[config.mk]
export PLATFORM = sky130hd
export DESIGN_NAME = bp_pht_update_sched
export DESIGN_NICKNAME = d
export VERILOG_FILES = /design/src/rtl/bp_pht_update_sched.sv
export SDC_FILE = /design/constraint.sdc
export NUM_CORES = 1
export LEC_CHECK = 0
export CAP_MARGIN = 0
export CORE_AREA = 2 2 107 109
export DETAILED_ROUTE_END_ITERATION = 12
export DIE_AREA = 0 0 109 111
export HOLD_SLACK_MARGIN = 0.1
export PLACE_DENSITY = 0.55
export SYNTH_ARGS = -nofsm -noshare
export SYNTH_HDL_FRONTEND = slang
export SYNTH_SLANG_ARGS = --single-unit
export TNS_END_PERCENT = 1
[constraint.sdc]
create_clock -name clk -period 2.2 [get_ports clk]
set_input_delay 0.44 -clock clk [delete_from_list [all_inputs] [get_ports clk]]
set_output_delay 0.44 -clock clk [all_outputs]
set_load 0.005 [all_outputs]
[src/rtl/bp_pht_update_sched.sv]
// bp_pht_update_sched: PHT write-port sequencer (init sweep, retire-update FIFO drain, perf counters)
module bp_pht_update_sched #(
  parameter int PHT_DEPTH = 7,
  parameter int QUEUE_DEPTH = 4,
  parameter logic [1:0] INIT_STATE = 2'b01
) (
  input  logic                 clk,
  input  logic                 rst,
  input  logic                 upd_valid,
  input  logic [PHT_DEPTH-1:0] upd_index,
  input  logic                 upd_taken,
  input  logic                 upd_mispred,
  input  logic                 clear_req,
  input  logic                 port_busy,
  input  logic [1:0]           pht_rdata,
  output logic                 pht_we,
  output logic [PHT_DEPTH-1:0] pht_widx,
  output logic [1:0]           pht_wdata,
  output logic                 bp_ready,
  output logic [7:0]           drop_cnt,
  output logic [15:0]          mispred_cnt
);
  localparam int QW = $clog2(QUEUE_DEPTH);
  localparam logic [0:0] INIT = 1'b0;
  localparam logic [0:0] RUN = 1'b1;
  logic [0:0] state;
  logic [PHT_DEPTH-1:0] sweepPtr;
  logic [PHT_DEPTH-1:0] qIdx [QUEUE_DEPTH];
  logic [QUEUE_DEPTH-1:0] qTaken;
  logic [QW:0] wrPtr, rdPtr;
  logic empty, full, deq, enq, drop, sweepWe, headTaken;
  logic [PHT_DEPTH-1:0] headIdx;
  logic [1:0] nextCtr;
  // FIFO status, arbitration and combinational write-port drive; rst gates writes immediately
  always_comb begin
    empty = wrPtr == rdPtr;
    full = (wrPtr[QW] != rdPtr[QW]) && (wrPtr[QW-1:0] == rdPtr[QW-1:0]);
    headIdx = qIdx[rdPtr[QW-1:0]];
    headTaken = qTaken[rdPtr[QW-1:0]];
    sweepWe = !rst && state == INIT && !port_busy;
    deq = !rst && state == RUN && !empty && !port_busy && !clear_req;
    enq = upd_valid && state == RUN && !clear_req && (!full || deq);
    drop = upd_valid && !enq;
    nextCtr = headTaken ? (pht_rdata == 2'b11 ? 2'b11 : pht_rdata + 2'b01)
                        : (pht_rdata == 2'b00 ? 2'b00 : pht_rdata - 2'b01);
    pht_we = sweepWe || deq;
    pht_widx = state == INIT ? sweepPtr : headIdx;
    pht_wdata = state == INIT ? INIT_STATE : nextCtr;
  end
  // init sweep pointer and INIT/RUN sequencing; clear_req restarts the sweep
  always_ff @(posedge clk or posedge rst) begin
    if (rst) begin
      state <= INIT;
      sweepPtr <= '0;
      bp_ready <= 1'b0;
    end else if (clear_req) begin
      state <= INIT;
      sweepPtr <= '0;
      bp_ready <= 1'b0;
    end else if (sweepWe) begin
      sweepPtr <= sweepPtr + 1'b1;
      if (&sweepPtr) begin
        state <= RUN;
        bp_ready <= 1'b1;
      end
    end
  end
  // FIFO pointers with wrap bit; clear_req flushes without counting drops
  always_ff @(posedge clk or posedge rst) begin
    if (rst) begin
      wrPtr <= '0;
      rdPtr <= '0;
    end else if (clear_req) begin
      wrPtr <= '0;
      rdPtr <= '0;
    end else begin
      if (enq) wrPtr <= wrPtr + 1'b1;
      if (deq) rdPtr <= rdPtr + 1'b1;
    end
  end
  // FIFO payload storage
  always_ff @(posedge clk) begin
    if (enq) begin
      qIdx[wrPtr[QW-1:0]] <= upd_index;
      qTaken[wrPtr[QW-1:0]] <= upd_taken;
    end
  end
  // saturating drop counter and wrapping mispredict counter
  always_ff @(posedge clk or posedge rst) begin
    if (rst) begin
      drop_cnt <= '0;
      mispred_cnt <= '0;
    end else begin
      if (drop && drop_cnt != 8'hff) drop_cnt <= drop_cnt + 8'd1;
      if (enq && upd_mispred) mispred_cnt <= mispred_cnt + 16'd1;
    end
  end
endmodule

Yosys cells after proc, flatten, opt, wreduce, memory -nomap -nowiden
Memories as Yosys holds them, arrays and structs flattened. Index checks and enable logic that the tools add are counted.

Input bits: 16. Memories kept: 1. Bits in writable memories: 28. Bits in registers: 42. Word-level logic and storage cells: 74.

Add/sub/neg operators: 7. $lt $le $gt $ge: 3. Reduce and logical (&&, ||, !) cells: 29. Mux-type cells: 21. Eq/ne operators: 5. Bitwise gates (word level): 1.

Memory list: qIdx (depth 4, bits a word 7, read ports 1, clocked after Yosys merged registers in 0, write ports 1, line 28) `logic [PHT_DEPTH-1:0] qIdx [QUEUE_DEPTH];`.

Operators by type and width (count): two-way mux 7 bit (3); adder 16 x 1 -> 16 bit (second input constant) (1); logical AND 1 bit (14); two-way mux 3 bit (4); adder 8 x 1 -> 8 bit (second input constant) (1); two-way mux 2 bit (4); != test 8 bit (second input constant) (1); nonzero test 2 bit (4); adder 7 x 1 -> 7 bit (second input constant) (1); two-way mux 1 bit (7); AND reduction 7 bit (1); adder 3 x 1 -> 3 bit (second input constant) (2); logical NOT 1 bit (6); < comparator 2 x 3 -> 1 bit (second input constant) (2); bitwise mux 4 bit (1); equality test 3 bit (1); adder 2 x 1 -> 2 bit (second input constant) (1); binary-select mux 1 bit (select 2 bit) (1); demux 1 bit (select 2 bit) (1); equality test 2 bit (1); equality test 2 bit (second input constant) (1); greater-or-equal comparator 2 x 1 -> 1 bit (second input constant) (1); logical NOT 2 bit (1); logical OR 1 bit (2); 4 further kinds (4).

Logic depth before layout (Yosys ltp)
Depth in word-level cells: 10. Depth in mapped cells: 7. Depth with buffers taken out: 6.

Least setup slack after synthesis
No wires, ideal clock.

Kind: input to output. From: input port rst. To: output port pht_we. Path buffers: 0. Data required time: 1.760 ns. Data arrival time: 1.312 ns. Slack: 0.448 ns. Cell stages on the path: 3. Cells stage by stage: or3b_1 > a31oi_1 > a21o_1.

Longest elaborated chain between the ends: 6. Elaborated cells on any way between the ends: 8. Those cells by class: reduce/logical: 8.

RTL lines: from (decl) (line 8) `input logic rst,`; logical NOT 1 bit (no line) (*); logical AND 1 bit (4 in series) (line 41) `deq = !rst && state == RUN && !empty && !port_busy && !clear_req;`; logical OR 1 bit (*) (line 46) `pht_we = sweepWe || deq;`; to (decl) (line 16) `output logic pht_we,`.

Mark *: on every way between the ends. The rest lies on a longest branch, timed or not.

Worst setup path after layout
From: register rdPtr[0]. To: output port pht_widx[0].

Longest elaborated chain between the ends: 2.

RTL lines: from (decl) (line 30) `logic [QW:0] wrPtr, rdPtr;`; from (signal assigned) (line 78) `if (deq) rdPtr <= rdPtr + 1'b1;`; memory (4 x 7 bit); two-way mux 7 bit (line 47) `pht_widx = state == INIT ? sweepPtr : headIdx;`; to (decl) (line 17) `output logic [PHT_DEPTH-1:0] pht_widx,`.

No other way between the ends.

==> impl_metrics.ini <==
[run]
max-cap-violations = 0

[detailed_routing]
routed-via-count = 2052
wl_met3_um = 240
drt-met1-wl_um = 2960
first_iter_violations = 70
viasPerCell = 4.510
ant_nets = 0
first_pass_iters = 4
drc = 0
wl_per_cell_um = 14.33
highest_layer = met4
drt-total-wl_um = 6518
wl_met2_um = 3202

[logic_synthesis]
synth_cell_types = 36
ys_ff_latch = 70
ys_seq_area_frac = 0.6006
synth_nets = 249
avgSynthCellArea_um2 = 14.15
yosysWarnings = 0
synth_area_um2 = 3183
syn_inst = 225

[layout]
fin_nets = 331
fillers = 1008
antenna_cells = 0
multi_input_area_um2 = 1250
fin_area_um2 = 4497
syn_to_final_growth_pct = 41.27
register_area_um2 = 1912
drive_above_1_share = 0.2596

[die]
die_h_um = 111
core-area_um2 = 11080
dieArea_um2 = 12100
fp.dieW_um = 109
initial_core_util = 0.2874
rows = 39
ios = 51

[global_route]
grt_pass1_vias = 2045
grt_overflow = 0
grt_max_degree = 39
grt_usage = 0.1167
grt_pass1_wl_um = 10600
antenna_found_initial = 0

[power]
p_leak_nw = 1.850
finalPower_mw = 3.447
p_per_area_nw_per_um2 = 766.5
vdd_ir_drop_max_mv = 0.3079

[placed_design]
postPlaceCellArea_um2 = 4084
hpwl_um = 4601
port_buffers = 50
gp_congestion = 0.7009

[run_status]
status = complete, but fails checks
violations = negative setup slack

[critical_path]
reg2reg_from = rdPtr[0]$_DFFE_PP0P_
crit_family = multiplexers
arrival_ns = 1.89
rr_worst_depth = 8
cp-start-kind = register
crit_cells = 5
path_buf_inv = 3
crit_fanout = 6
cpMaxStageDelayCell = mux4_2
reg2reg_setup_slack_ns = 0.24
reg2reg_to = drop_cnt[7]$_DFFE_PP0P_
critical_path.cell_chain = buf_12, buf_6, mux4_2, mux2_4, buf_6
crit_path_frequent_cell = buf_6
worstSetupPathType = register to output port
setup.worst_path.end_class = output port
worst_ep_required_time_ns = 1.76
max_stage_delay_ns = 0.53

[clock_tree]
htreeDepth = 3
path_clk_slew_ns = 0.06
clockRootBuffer = clkbuf_16
insertion_delay_ns = 0.33
cts.sinks = 70
cts_tree = yes
cts-buffers-inserted = 9
ctsHoldBuffers = 0
cts.path.max_buffers = 2

[hold_path]
hold_class = register to register
hold_path.startpoint = mispred_cnt[15]$_DFFE_PP0P_
whs_endpoint = mispred_cnt[15]$_DFFE_PP0P_
min_path_cells = 1

[timing]
max_slew_margin = 0.6596
hold_viol = 0
clock-skew-final_ns = 0.005366
fmax_ghz = 0.4297
max_slew.worst_pin.slew_ns = 0.5106
setup_viol = 5
final.setup.tns_ns = -0.5597
layout_min_cycle_time_ns = 2.327
drv_slew = 0
rsz0062_at_grt = yes
fin_crit_sh = 1.058
fin_ws_ns = -0.1272
==> per-stage QoR <==
stage            util  setup slack, ns  instances  hold WS, ns
2_1_floorplan       -           0.4476        225       0.4682
3_3_place_gp   0.3687          -0.3012        435       0.4627
4_1_cts        0.4066          -0.1433        455       0.4829
5_1_grt        0.4060          -0.1954        455       0.5114
6_report       0.4060          -0.1272        455       0.4822
3_5_place_dp   0.3687          -0.3630        435       0.4711
==> routing by layer <==
layer | track usage | vias up
met1 | 0.1565 | 1022
met3 | 0.02587 | 10
met2 | 0.1797 | 35
met4 | 0.05128 | 0
met5 | 0 | -
li1 | - | 985
==> repair_timing <==
item | in CTS | in global routing
gates resized for setup | 50 | 8
setup endpoints to repair | 10 | 10
buffers inserted | 4 | 0
pin swaps | 2 | 1
==> synthesized netlist by cell type (all sizes together) <==
| cell type | count | area, µm² |
|---|---|---|
| and3b | 1 | 8.760 |
| clkbuf | 2 | 7.510 |
| and2b | 1 | 7.510 |
| a41oi | 1 | 8.760 |
| mux2i | 4 | 40.04 |
| mux4 | 8 | 180.2 |
| o21ai | 4 | 20.02 |
| xor2 | 15 | 131.4 |
| edfxtp | 32 | 960.9 |
| a31oi | 1 | 6.260 |
| nand3 | 9 | 45.04 |
| nor2 | 14 | 52.55 |
| and2 | 1 | 6.260 |
| a21boi | 1 | 7.510 |
| xnor2 | 18 | 172.7 |
| o2111ai | 1 | 15.01 |
| o31ai | 1 | 7.510 |
| or3b | 1 | 8.760 |
| and3 | 9 | 56.30 |
| nand4 | 6 | 37.54 |
| or3 | 1 | 6.260 |
| dfrtp | 38 | 950.9 |
| and4 | 6 | 52.55 |
| buf | 5 | 38.78 |
| nor3 | 4 | 52.55 |
| a21o | 2 | 15.01 |
| nand2 | 14 | 52.55 |
| inv | 6 | 22.52 |
| mux2 | 9 | 101.4 |
| a21oi | 2 | 10.01 |
| ha | 8 | 100.1 |
==> power by group <==
part           internal [mW]  switching (mW)
registers               1.43          0.0874
clock network           1.01           0.577
logic                  0.204           0.137
==> logic make-up (layout without fill, tap and decap cells) <==
| logic type | Yosys count | count (layout) | share of synthesized area |
|---|---|---|---|
| buffers and inverters | 13 | 100 | 0.02162 |
| adders and majority gates | 8 | 8 | 0.03145 |
| muxes | 21 | 21 | 0.1010 |
| DFF | 70 | 70 | 0.6006 |
| AOI/OAI and AO/OA | 13 | 13 | 0.02830 |
| and+or+nand+nor | 67 | 67 | 0.1215 |
| xor gates and xnor gates | 33 | 33 | 0.09552 |
==> worst max path at each step <==
stage                    startpoint          end  slack (ns)
2_1_floorplan                   rst       pht_we        0.45
3_3_place_gp                    rst       pht_we       -0.30
3_5_place_dp                    rst       pht_we       -0.36
4_1_cts        rdPtr[0]$_DFFE_PP0P_  pht_widx[0]       -0.14
5_1_grt        rdPtr[0]$_DFFE_PP0P_  pht_widx[0]       -0.20
6_report       rdPtr[0]$_DFFE_PP0P_  pht_widx[0]       -0.13
==> sequential cells by signal, summed over array words and instances, names as in the netlist <==
name,count
wrPtr,3
drop_cnt,8
sweepPtr,7
qTaken,4
qIdx,28
rdPtr,3
mispred_cnt,16
state,1
==> worst reg2reg max path: cells and delay by family, from the launching register on <==
kind                      cells  cell delay (ns)
DFF                           1             0.41
buffers and inverters         3             0.50
xor gates and xnor gates      2             0.36
and+or+nand+nor               1             0.16
AOI/OAI and AO/OA             2             0.46
==> cell type report <==
class,instances,area share
clock buffers,9,0.05008
clock inverters,7,0.02309
inverters,6,0.005008
multi-input cells,142,0.2780
flip-flops and latches,70,0.4252
well taps,143,0.03979
repair buffers,78,0.1789
==> cell usage in the layout (no fill, tap or decap), types with 2 or more instances in the layout <==
cell type        instances
mux2_2                   2
xor2_1                  15
and3_1                   9
nand3_1                  9
bufinv_16                2
nand4_1                  6
nor2_1                  14
xnor2_2                  2
o21ai_0                  2
nor3_4                   2
mux2_4                   7
a21o_1                   2
nor3_2                   2
clkbuf_2                 3
mux2i_1                  4
o21ai_1                  2
buf_6                    7
clkinv_4                 2
ha_1                     8
buf_4                   18
nand2_1                 14
clkbuf_16                9
clkdlybuf4s50_1         39
dfrtp_1                 38
buf_12                   8
xnor2_1                 16
inv_1                    6
and4_1                   6
inv_6                    3
mux4_2                   8
edfxtp_1                32
(Power assumes the default switching activity.)
